$ cat src/rtl/rr_mux_n_w.sv
// rr_mux_n_w -- N-channel, WIDTH-bit registered multiplexer with round-robin
// arbitration. It merges N valid/ready source streams into one registered
// output stream and grants at most one channel per cycle.
//
// Ports:
//   clk        single clock, all state updates on posedge
//   reset      synchronous, active-high; discards any held word, ptr -> N-1
//   in_data    N*WIDTH, channel i at [i*WIDTH +: WIDTH]
//   in_valid   N, channel i presents a word
//   in_ready   N, one-hot (or zero) accept strobe for the granted channel
//   out_data   WIDTH, registered selected word
//   out_valid  out_data holds an unconsumed word
//   out_ready  consumer takes out_data this cycle
//   out_chan   SELW, source channel index of out_data

// Per-channel helper: the channel's position in the rotated search order,
// where position 0 is the channel right after the last grant.
module rr_mux_lane #(
  parameter int N    = 4,
  parameter int SELW = 2,
  parameter int IDX  = 0
) (
  input  logic [SELW-1:0] ptr,
  output logic [SELW-1:0] pos
);
  // N is a power of two, so SELW-bit wrap gives the modulo-N distance.
  assign pos = SELW'(IDX) - ptr - SELW'(1);
endmodule

module rr_mux_n_w #(
  parameter  int WIDTH = 32,
  parameter  int N     = 4,
  localparam int SELW  = $clog2(N)
) (
  input  logic                 clk,
  input  logic                 reset,
  input  logic [N*WIDTH-1:0]   in_data,
  input  logic [N-1:0]         in_valid,
  output logic [N-1:0]         in_ready,
  output logic [WIDTH-1:0]     out_data,
  output logic                 out_valid,
  input  logic                 out_ready,
  output logic [SELW-1:0]      out_chan
);

  logic [SELW-1:0]         ptr;      // last granted channel
  logic [N-1:0][SELW-1:0]  pos;      // rotated position of each channel
  logic [N-1:0]            req_rot;  // requests re-ordered by search order
  logic [SELW-1:0]         off;      // first requesting rotated position
  logic [SELW-1:0]         gnt;
  logic                    any_vld;
  logic                    load;
  logic                    accept;

  genvar gi;
  generate
    for (gi = 0; gi < N; gi++) begin : g_lane
      rr_mux_lane #(.N(N), .SELW(SELW), .IDX(gi)) u_lane (
        .ptr (ptr),
        .pos (pos[gi])
      );
    end
  endgenerate

  assign any_vld = |in_valid;
  // Register can take a word when empty or when it drains this same cycle.
  assign load    = ~out_valid | out_ready;
  assign accept  = load & any_vld & ~reset;

  always_comb begin
    req_rot = '0;
    for (int i = 0; i < N; i++) req_rot[pos[i]] = in_valid[i];
    // Lowest rotated position wins: scan high-to-low so the last hit sticks.
    off = '0;
    for (int k = N - 1; k >= 0; k--) if (req_rot[k]) off = SELW'(k);
    gnt = ptr + SELW'(1) + off;
  end

  always_comb begin
    in_ready = '0;
    if (accept) in_ready[gnt] = 1'b1;
  end

  always_ff @(posedge clk) begin
    if (reset) begin
      out_valid <= 1'b0;
      out_data  <= '0;
      out_chan  <= '0;
      ptr       <= SELW'(N - 1);
    end else if (accept) begin
      out_data  <= in_data[int'(gnt)*WIDTH +: WIDTH];
      out_chan  <= gnt;
      out_valid <= 1'b1;
      ptr       <= gnt;
    end else if (out_ready) begin
      // Drain without refill; data/chan keep their last value.
      out_valid <= 1'b0;
    end
  end

endmodule

$ cat config.mk
export PLATFORM = sky130hd
export DESIGN_NAME = rr_mux_n_w
export DESIGN_NICKNAME = d
export VERILOG_FILES = /design/src/rtl/rr_mux_n_w.sv
export SDC_FILE = /design/constraint.sdc
export NUM_CORES = 1
export LEC_CHECK = 0
export BUFFER_PORTS_ARGS = -buffer_cell sky130_fd_sc_hd__buf_2
export CAP_MARGIN = 15
export CORE_UTILIZATION = 45
export CTS_CLUSTER_DIAMETER = 120
export CTS_CLUSTER_SIZE = 14
export DETAILED_ROUTE_END_ITERATION = 6
export PLACE_DENSITY = 0.83
export SLEW_MARGIN = 20
export SYNTH_ARGS = -nofsm -noshare
export SYNTH_HDL_FRONTEND = slang
export SYNTH_SLANG_ARGS = --single-unit
$ cat constraint.sdc
create_clock -name clk -period 7 [get_ports clk]
set_clock_uncertainty 0.2 [all_clocks]
set_input_delay 0 -clock clk [delete_from_list [all_inputs] [get_ports clk]]
set_output_delay 0 -clock clk [all_outputs]
set_load 0.05 [all_outputs]
==> metrics list, run 1 <==
* Outcome: finished, violations left
- Failing checks: negative hold slack
- After global routing, the most crowded layer is met2.
- TritonCTS built the clock tree.
- Post-route DRC violation count: 0
* Max-cap violations: 0
- Final number of hold-violating endpoints: 1
- For this run, asynchronously set or reset flops after synthesis account for 0%.
* Wire length of the first global-routing pass: 16000 um
- Number of enable-type register cells in the synthesized netlist: 0
- Unrepaired setup endpoints after global routing: no
- Antenna diodes: 0
- Worst R2R Start: ptr[0]
- Destination of the worst register-to-register timing path: out_data[23]
* Drt initial violations: 145
- Remaining max-slew budget at the tightest pin: 26.3%
- In the global route stage, met3 resource usage came out at 5.89%.
- Path depth of the worst reg2reg path: 11
* Total Neg Setup Slack: 0 ns
* Worst hold path startpoint: in_data[19]
* Largest area contributor in the synthesized netlist: dfxtp_1
* Global routing usage on met2: 59.7%
- Summed over all layers, the routed wires come to 10600 um.
- Dividing total power by cell area gives a power density of 505 nW/um^2.
- Vias in the first global route: 3607
- For the worst setup path, the data arrival time is 5.30 ns.
* DR pass1 iterations: 4
- Residual antenna-violating net count after detailed routing: 0
- Setup violations remaining at the end of the flow were counted as 0.
* Area of the core region: 6030 sq um
- Global routing consumed, on the met1 layer, 32.3% of the routing resources.
- Clk Tree Root Cell: clkbuf_8
* Fraction of power spent switching nets: 49.8%
- Synthesis inferred 37 register bits.
* Cell internal power dissipation: 1.17 mW
- Worst-path fanout max: 66
* Vias post-DR: 3663
- Clock buffer count from CTS: 5
- With fillers left out, the area of the finished cells amounts to 4630 sq um.
- STA classifies the critical path endpoint as a flop.
- Total GRT Usage: 31.1%
- For this design the top-level I/O count stands at 174.
- Leakage dissipation: 2.23 nW
- WP data required: 6.98 ns
- For flop-to-flop paths, the worst setup slack is 1.69 ns.
* CTS clk-pin slew, worst paths: 0.08 ns
- Routability-driven placement finished with a final weighted congestion of 0.794.
* Fmax achieved: 188 MHz
- Clock period minus worst slack: 5.31 ns
* Synth warnings: 0
- Gate Count Post-Synth: 292
- Synth cell types: 40
* Core Util, Final: 76.8%
- In this run the biggest area consumer among cell types represents 26.0% of the synthesized area.
- Commonest cells in the netlist: mux2i_1 (67), o221ai_1 (64), dfxtp_1 (37)
* Vias per inst: 6.07
* Maximum number of pins on one net before global-route repair: 67
- Die Y-Extent: 81.6 um
- Of the synthesized area, sequential elements account for 26.0%.
- The layout has 417 filler cells.
- Sequential cell area in the final layout: 741 sq um
* Remaining Overflow, GRT: 0
- The worst hold path terminates at out_data[19].
- For this design the total switching power over the nets is 1.16 mW.
- At the later pin of the worst-skew pair, clock insertion delay measures 0.29 ns.
- Total half-perimeter wirelength after legalization and detailed placement: 5800 um
* Port buffer count: 173
- Number of antenna violations at the first check in global routing: 0
- Portion of total power attributed to the clock network: 6.5%
* Net count after synthesis: 429
* Top-count cell post-synth: mux2i_1
- After clock tree synthesis, the setup repair step added 0 buffers.
* Worst hold path cell count: 4
- Across the VDD grid, the largest voltage drop is 394 uV.
- Summing every instance area after synthesis gives 2850 sq um.
- From left edge to right edge, the die measures 81.6 um.
- Die outline area: 6660 sq um
* Final nets: 664
- In this run the worst hold path is classified as primary input to flop.
* Area growth syn-to-layout: 62.2%
- By area the synthesized netlist is led by dfxtp_1 (26%), mux2i_1 (24%), o221ai_1 (20%), a22o_1 (9.8%), buf_2 (3.0%).
- After detailed placement, the total cell area comes to 3640 sq um.
- Worst-margin pin slew: 1.10 ns
- Among all flip-flop cells after synthesis, the most frequent one is dfxtp_1.
- Final Hold Slack: -0.000271 ns
- Share of cells above drive strength 1: 36.7%
- Per report_power, the combinational group accounts for 76.8% of the total.
- Maximum clock insertion buffer count: 2
- For this configuration, the core starts out at a cell density of 47.3%.
* Resized Gates After CTS: 0
* Sink count of the clock tree: 37
- In this run the core area contains 28 standard-cell rows.
* Period Utilization, post-route: 75.9%
* Seq pwr share: 16.7%
- Number of max-slew violations in the final report: 0
- Mean post-synth cell area: 9.77 sq um
- The multi-input combinational cells in the finished layout cover a total of 1930 sq um.
- Post-DR wirelength/cell: 17.6 um
- The setup path with the least slack is of type flop to flop.
- The worst setup path is launched from a flop.
- Number of H-tree branching levels: 2
==> routing by layer <==
metal / vias up / routed length [um]
met5: - / 0
met4: 0 / 258
met3: 31 / 667
met2: 216 / 5720
met1: 1726 / 3950
li1: 1690 / -
==> per-stage QoR <==
stage	hold WS (ns)	std cells	worst slack [ns]	total power, mW
finish	-0.000271	603	1.69	2.34
CTS	0.000409	603	1.83	2.27
global placement	0.0727	506	3.60	1.81
floorplan	-0.0224	292	3.98	1.59
detailed placement	0.0907	506	3.42	1.86
global route	0.0252	603	1.42	2.46
==> worst max path at each step <==
stage            from      endpoint  slack [ns]  cells after the start
6_report       ptr[0]  out_data[23]        1.69                     11
5_1_grt        ptr[0]  out_data[23]        1.42                     11
3_3_place_gp   ptr[0]  out_data[13]        3.60                      8
3_5_place_dp   ptr[0]  out_data[19]        3.42                      8
4_1_cts        ptr[0]  out_data[13]        1.83                     11
2_1_floorplan  ptr[0]   in_ready[0]        3.98                     11
==> layout make-up <==
type                       instances  area share, %
timing repair buffer             264           38.3
inverter                           2          0.162
multi-input combinational        217           41.7
clock buffer                       6           1.57
clock inverter                     2          0.216
tap                               75           2.03
sequential                        37           16.0
==> state kept, by name, summed over array words and instances (netlist names) <==
signal and cells:
out_chan 2, out_data 32, ptr 2, out_valid 1
==> kinds of logic after synthesis <==
kind of cell | Yosys count | share of synthesized area, %
AOI/OAI and AO/OA | 114 | 35.0
xor gates and xnor gates | 1 | 0.570
adders and majority gates | 2 | 0.877
buffers and inverters | 38 | 7.24
DFF | 37 | 26.0
muxes | 67 | 23.5
and+or+nand+nor | 33 | 6.84
==> worst max-delay path: stages (launching register included) <==
cell,delay [ns]
dfxtp_1,0.62
nor2_1,0.13
a221oi_1,0.31
a21oi_1,0.07
a211oi_1,0.48
ha_4,0.89
mux2i_1,0.31
dlygate4sd3_1,0.61
o221ai_1,0.14
dlygate4sd3_1,0.61
a22o_1,0.21
dlygate4sd3_1,0.55
==> power groups by stage <==
| stage | Combinational (mW) | Sequential (mW) | Clock, mW |
|---|---|---|---|
| 3_5_place_dp | 1.47 | 0.384 | 0 |
| 4_1_cts | 1.74 | 0.381 | 0.152 |
| 2_1_floorplan | 0.898 | 0.696 | 0 |
| 3_3_place_gp | 1.43 | 0.381 | 0 |
| 5_1_grt | 1.90 | 0.400 | 0.161 |
| 6_report | 1.79 | 0.390 | 0.153 |
==> timing repair <==
action | 4_1_cts | 5_1_grt
hold endpoints to repair | 34 | 0
hold buffers | 89 | 0
setup endpoints to repair | 0 | 0
==> placed cells by master, fill, tap and decap left out, types with 2 or more instances in the layout <==
| cell | instances |
|---|---|
| buf_2 | 173 |
| dlygate4sd3_1 | 89 |
| mux2i_1 | 67 |
| o221ai_1 | 64 |
| dfxtp_1 | 37 |
| a22o_1 | 32 |
| nor2_1 | 10 |
| clkbuf_8 | 5 |
| nor2b_1 | 4 |
| nand2_1 | 3 |
| o21a_1 | 2 |
| inv_1 | 2 |
| nor3_1 | 2 |
| a21oi_1 | 2 |
| o21bai_1 | 2 |
| nor3_2 | 2 |
| or3_1 | 2 |
| o21ai_1 | 2 |
| nand2b_1 | 2 |
| clkinv_2 | 2 |
| buf_4 | 2 |
(Power assumes the default switching activity.)
==> run 2: changes to the inputs <==
--- a/config.mk
+++ b/config.mk
@@ -5,13 +5,14 @@
 export SDC_FILE = /design/constraint.sdc
 export NUM_CORES = 1
 export LEC_CHECK = 0
+export ABC_AREA = 1
 export BUFFER_PORTS_ARGS = -buffer_cell sky130_fd_sc_hd__buf_2
 export CAP_MARGIN = 15
-export CORE_UTILIZATION = 45
+export CORE_UTILIZATION = 39
 export CTS_CLUSTER_DIAMETER = 120
 export CTS_CLUSTER_SIZE = 14
 export DETAILED_ROUTE_END_ITERATION = 6
-export PLACE_DENSITY = 0.83
+export PLACE_DENSITY = 0.78
 export SLEW_MARGIN = 20
 export SYNTH_ARGS = -nofsm -noshare
 export SYNTH_HDL_FRONTEND = slang
==> constraint.sdc (replaced) <==
create_clock -name clk -period 4.57 [get_ports clk]
set_clock_uncertainty 0.2 [all_clocks]
set_input_delay 0 -clock clk [delete_from_list [all_inputs] [get_ports clk]]
set_output_delay 0 -clock clk [all_outputs]
set_load 0.05 [all_outputs]
==> metrics list, run 2 <==
- Outcome: finished, violations left
* Failing checks: design-rule violations
* Post-route DRC violation count: 8
- Remaining Overflow, GRT: 0
* Drt initial violations: 244
- DR pass1 iterations: 7
- Synthesis inferred 37 register bits.
- For this run, the register share of the synthesized area comes to 27.7%.
- Setup violations remaining at the end of the flow were counted as 0.
- Detailed routing inserted a total of 3712 vias.
- Worst-path fanout max: 24
- Critical path start-end classification: flop to flop
- The floorplan has 29 rows.
- Leakage dissipation: 2.53 nW
- In the final layout, the registers with the most flip-flops are out_data: 32 flops, out_chan: 2 flops, ptr: 2 flops.
* Port buffer count: 173
* Detailed-routed wire length on met3: 694 um
- The number of endpoints with negative hold slack in the final report came to 0.
- Counting the buffers created by CTS gives 5.
* Cell Area, Synth: 2670 sq um
* Routed metal-1 wire length: 3990 um
- Of all cell types, the one taking the most synthesized area is dfxtp_1.
* Top-count cell post-synth: nand2_1
* Clock latency reported for the late side of the worst-skew pair: 0.29 ns
- Clock period minus worst slack: 4.25 ns
- 0 antenna diodes ended up in the layout.
- The completed layout was analyzed and its total power is 2.57 mW.
- Wire length of the first global-routing pass: 16200 um
- Clock tree from TritonCTS: yes
- Dividing the detail-routed wire length by the instance count gives 14.6 um.
- Yosys printed 0 warnings.
- In this run the number of H-tree levels came out at 2.
- Synthesis produced 388 cells.
- Synth cell types: 27
* Number of antenna violations at the first check in global routing: 0
- Total half-perimeter wirelength after legalization and detailed placement: 5710 um
* Final nets: 777
* CP endpoint kind: flop
- The top cell types in the final layout, fill and taps aside, are buf_2 (173), nand2_1 (121), nand3_1 (103), dlygate4sd3_1 (98), mux2i_1 (52).
- In the final timing run, aggregate negative setup slack is 0 ns.
- Maximum clock insertion buffer count: 2
- Areal power density over the cells: 558 nW/um^2
- The count of nets left with antenna violations once routing finished came out at 0.
- Vias in the first global route: 3672
- The register with the most flip-flops in the layout has 32 of them.
- The worst path uses 93.1% of the clock period.
- Max-cap violations in this run came to 0.
* Ys async rst share: 0%
- Dividing the detail-routed via count by the number of cells gives 5.18.
* Clk Tree Root Cell: clkbuf_8
- Worst-margin pin slew: 0.693 ns
- Counting every sink on the clock net gives 37.
- Main synth FF type: dfxtp_1
- Data on the critical path arrives at its endpoint at 4.24 ns.
- By count the netlist is led by nand2_1 (121), nand3_1 (103), mux2i_1 (52).
- Worst setup slack for register-to-register paths: 0.32 ns
- Net count after synthesis: 525
- WP data required: 4.56 ns
- The post-route netlist has 30.6% of its cells at a drive strength greater than 1.
* Unrepaired setup endpoints after global routing: no
- The layout has 543 filler cells.
- Worst supply voltage drop on vdd: 401 uV
- Entering global routing, the biggest net connects 46 pins.
* Remaining max-slew budget at the tightest pin: 53.7%
- After synthesis, the cell types taking the most area are dfxtp_1 (28%), mux2i_1 (19%), nand3_1 (19%), nand2_1 (17%), buf_2 (2.4%).
- Leaving out fill and tap cells, the most frequent cell in the layout is buf_2.
* Area of the core region: 6490 sq um
* Number of max-slew violations in the final report: 0
- Once the clock tree was built, the resizer swapped 0 gates to a different size.
- Summed over all layers, the routed wires come to 10500 um.
* Fmax achieved: 235 MHz
- The floorplan step defined a die boundary enclosing 7180 sq um.
* Critical path startpoint category: flop
* Placer's final routability congestion estimate: 0.912
- Boundary pin count: 174
- Total GRT Usage: 28.2%
- Number of enable-type register cells in the synthesized netlist: 0
- Starting utilization of the core area: 41.1%
* CTS clk-pin slew, worst paths: 0.08 ns
- Worst Hold Class: primary input to flop
- After synthesis, the mean cell area works out to 6.88 sq um.
- Fraction of post-synthesis cell area in the top cell type by area: 27.7%
- Largest register by flop count: out_data
- The floorplan step set the die width to 84.8 um.
- Met2 routed WL: 5550 um
- The floorplan step set the die height to 84.8 um.
* Area growth syn-to-layout: 72.2%
* Highest routed metal layer: met4
run 2: logic make-up after synthesis:
kind of cell | count (synthesis) | share of synthesized area, %
and+or+nand+nor | 243 | 41.4
DFF | 37 | 27.7
xor gates and xnor gates | 1 | 0.328
muxes | 52 | 19.5
AOI/OAI and AO/OA | 8 | 1.69
adders and majority gates | 2 | 0.937
buffers and inverters | 45 | 8.48
run 2: report_power, final:
group	internal (mW)	switching (mW)	total [mW]
Clock	0.159	0.122	0.281
Sequential	0.432	0.0640	0.496
Combinational	0.706	1.08	1.79
run 2: timing repair:
item                       CTS  global route
buffers inserted             0             1
hold endpoints to repair    35             0
setup endpoints to repair    0            16
hold buffers                98             0
run 2: worst paths after layout:
check | startpoint | end | depth (start not counted)
worst min-delay path | in_valid[3] | ptr[1] | 4
worst min register to register | out_data[14] | out_data[14] | 2
worst max register to register | ptr[0] | out_data[8] | 13
worst max-delay path | ptr[0] | out_data[8] | 13
run 2: worst max-delay path, cell delays in order (launching register included):
cell           delay [ns]
dfxtp_1              0.56
inv_1                0.23
nand3_1              0.12
nand3_1              0.10
nor3_1               0.20
o21bai_1             0.15
ha_4                 0.56
buf_4                0.43
mux2i_1              0.23
dlygate4sd3_1        0.57
nand2_1              0.07
nand3_1              0.10
dlygate4sd3_1        0.56
nand2_1              0.05
run 2: layout make-up:
class	count	area (sq um)	share of cell area, %
clock inverters	2	35.0	0.762
clock buffers	5	68.8	1.50
multi-input cells	306	1720	37.3
flip-flops and latches	37	741	16.1
inverters	16	60.1	1.31
well taps	77	96.3	2.09
repair buffers	274	1880	40.9
run 2: through the flow:
step           util [%]  hold WS (ns)  instances  cell area (sq um)  setup slack, ns
2_1_floorplan         -        -0.131        388               2670             1.60
3_3_place_gp       53.8        0.0198        611               3490             1.36
3_5_place_dp       53.8       0.00827        611               3490             1.21
4_1_cts            70.5        0.0282        716               4580            0.209
5_1_grt            70.8         0.107        717               4600           0.0573
6_report           70.8        0.0452        717               4600            0.318
run 2: layer usage:
layer / vias to the layer above / track usage, %
li1: 1806 / -
met1: 1690 / 30.2
met2: 189 / 54.7
met3: 27 / 4.92
met4: 0 / 10.3
met5: - / 0
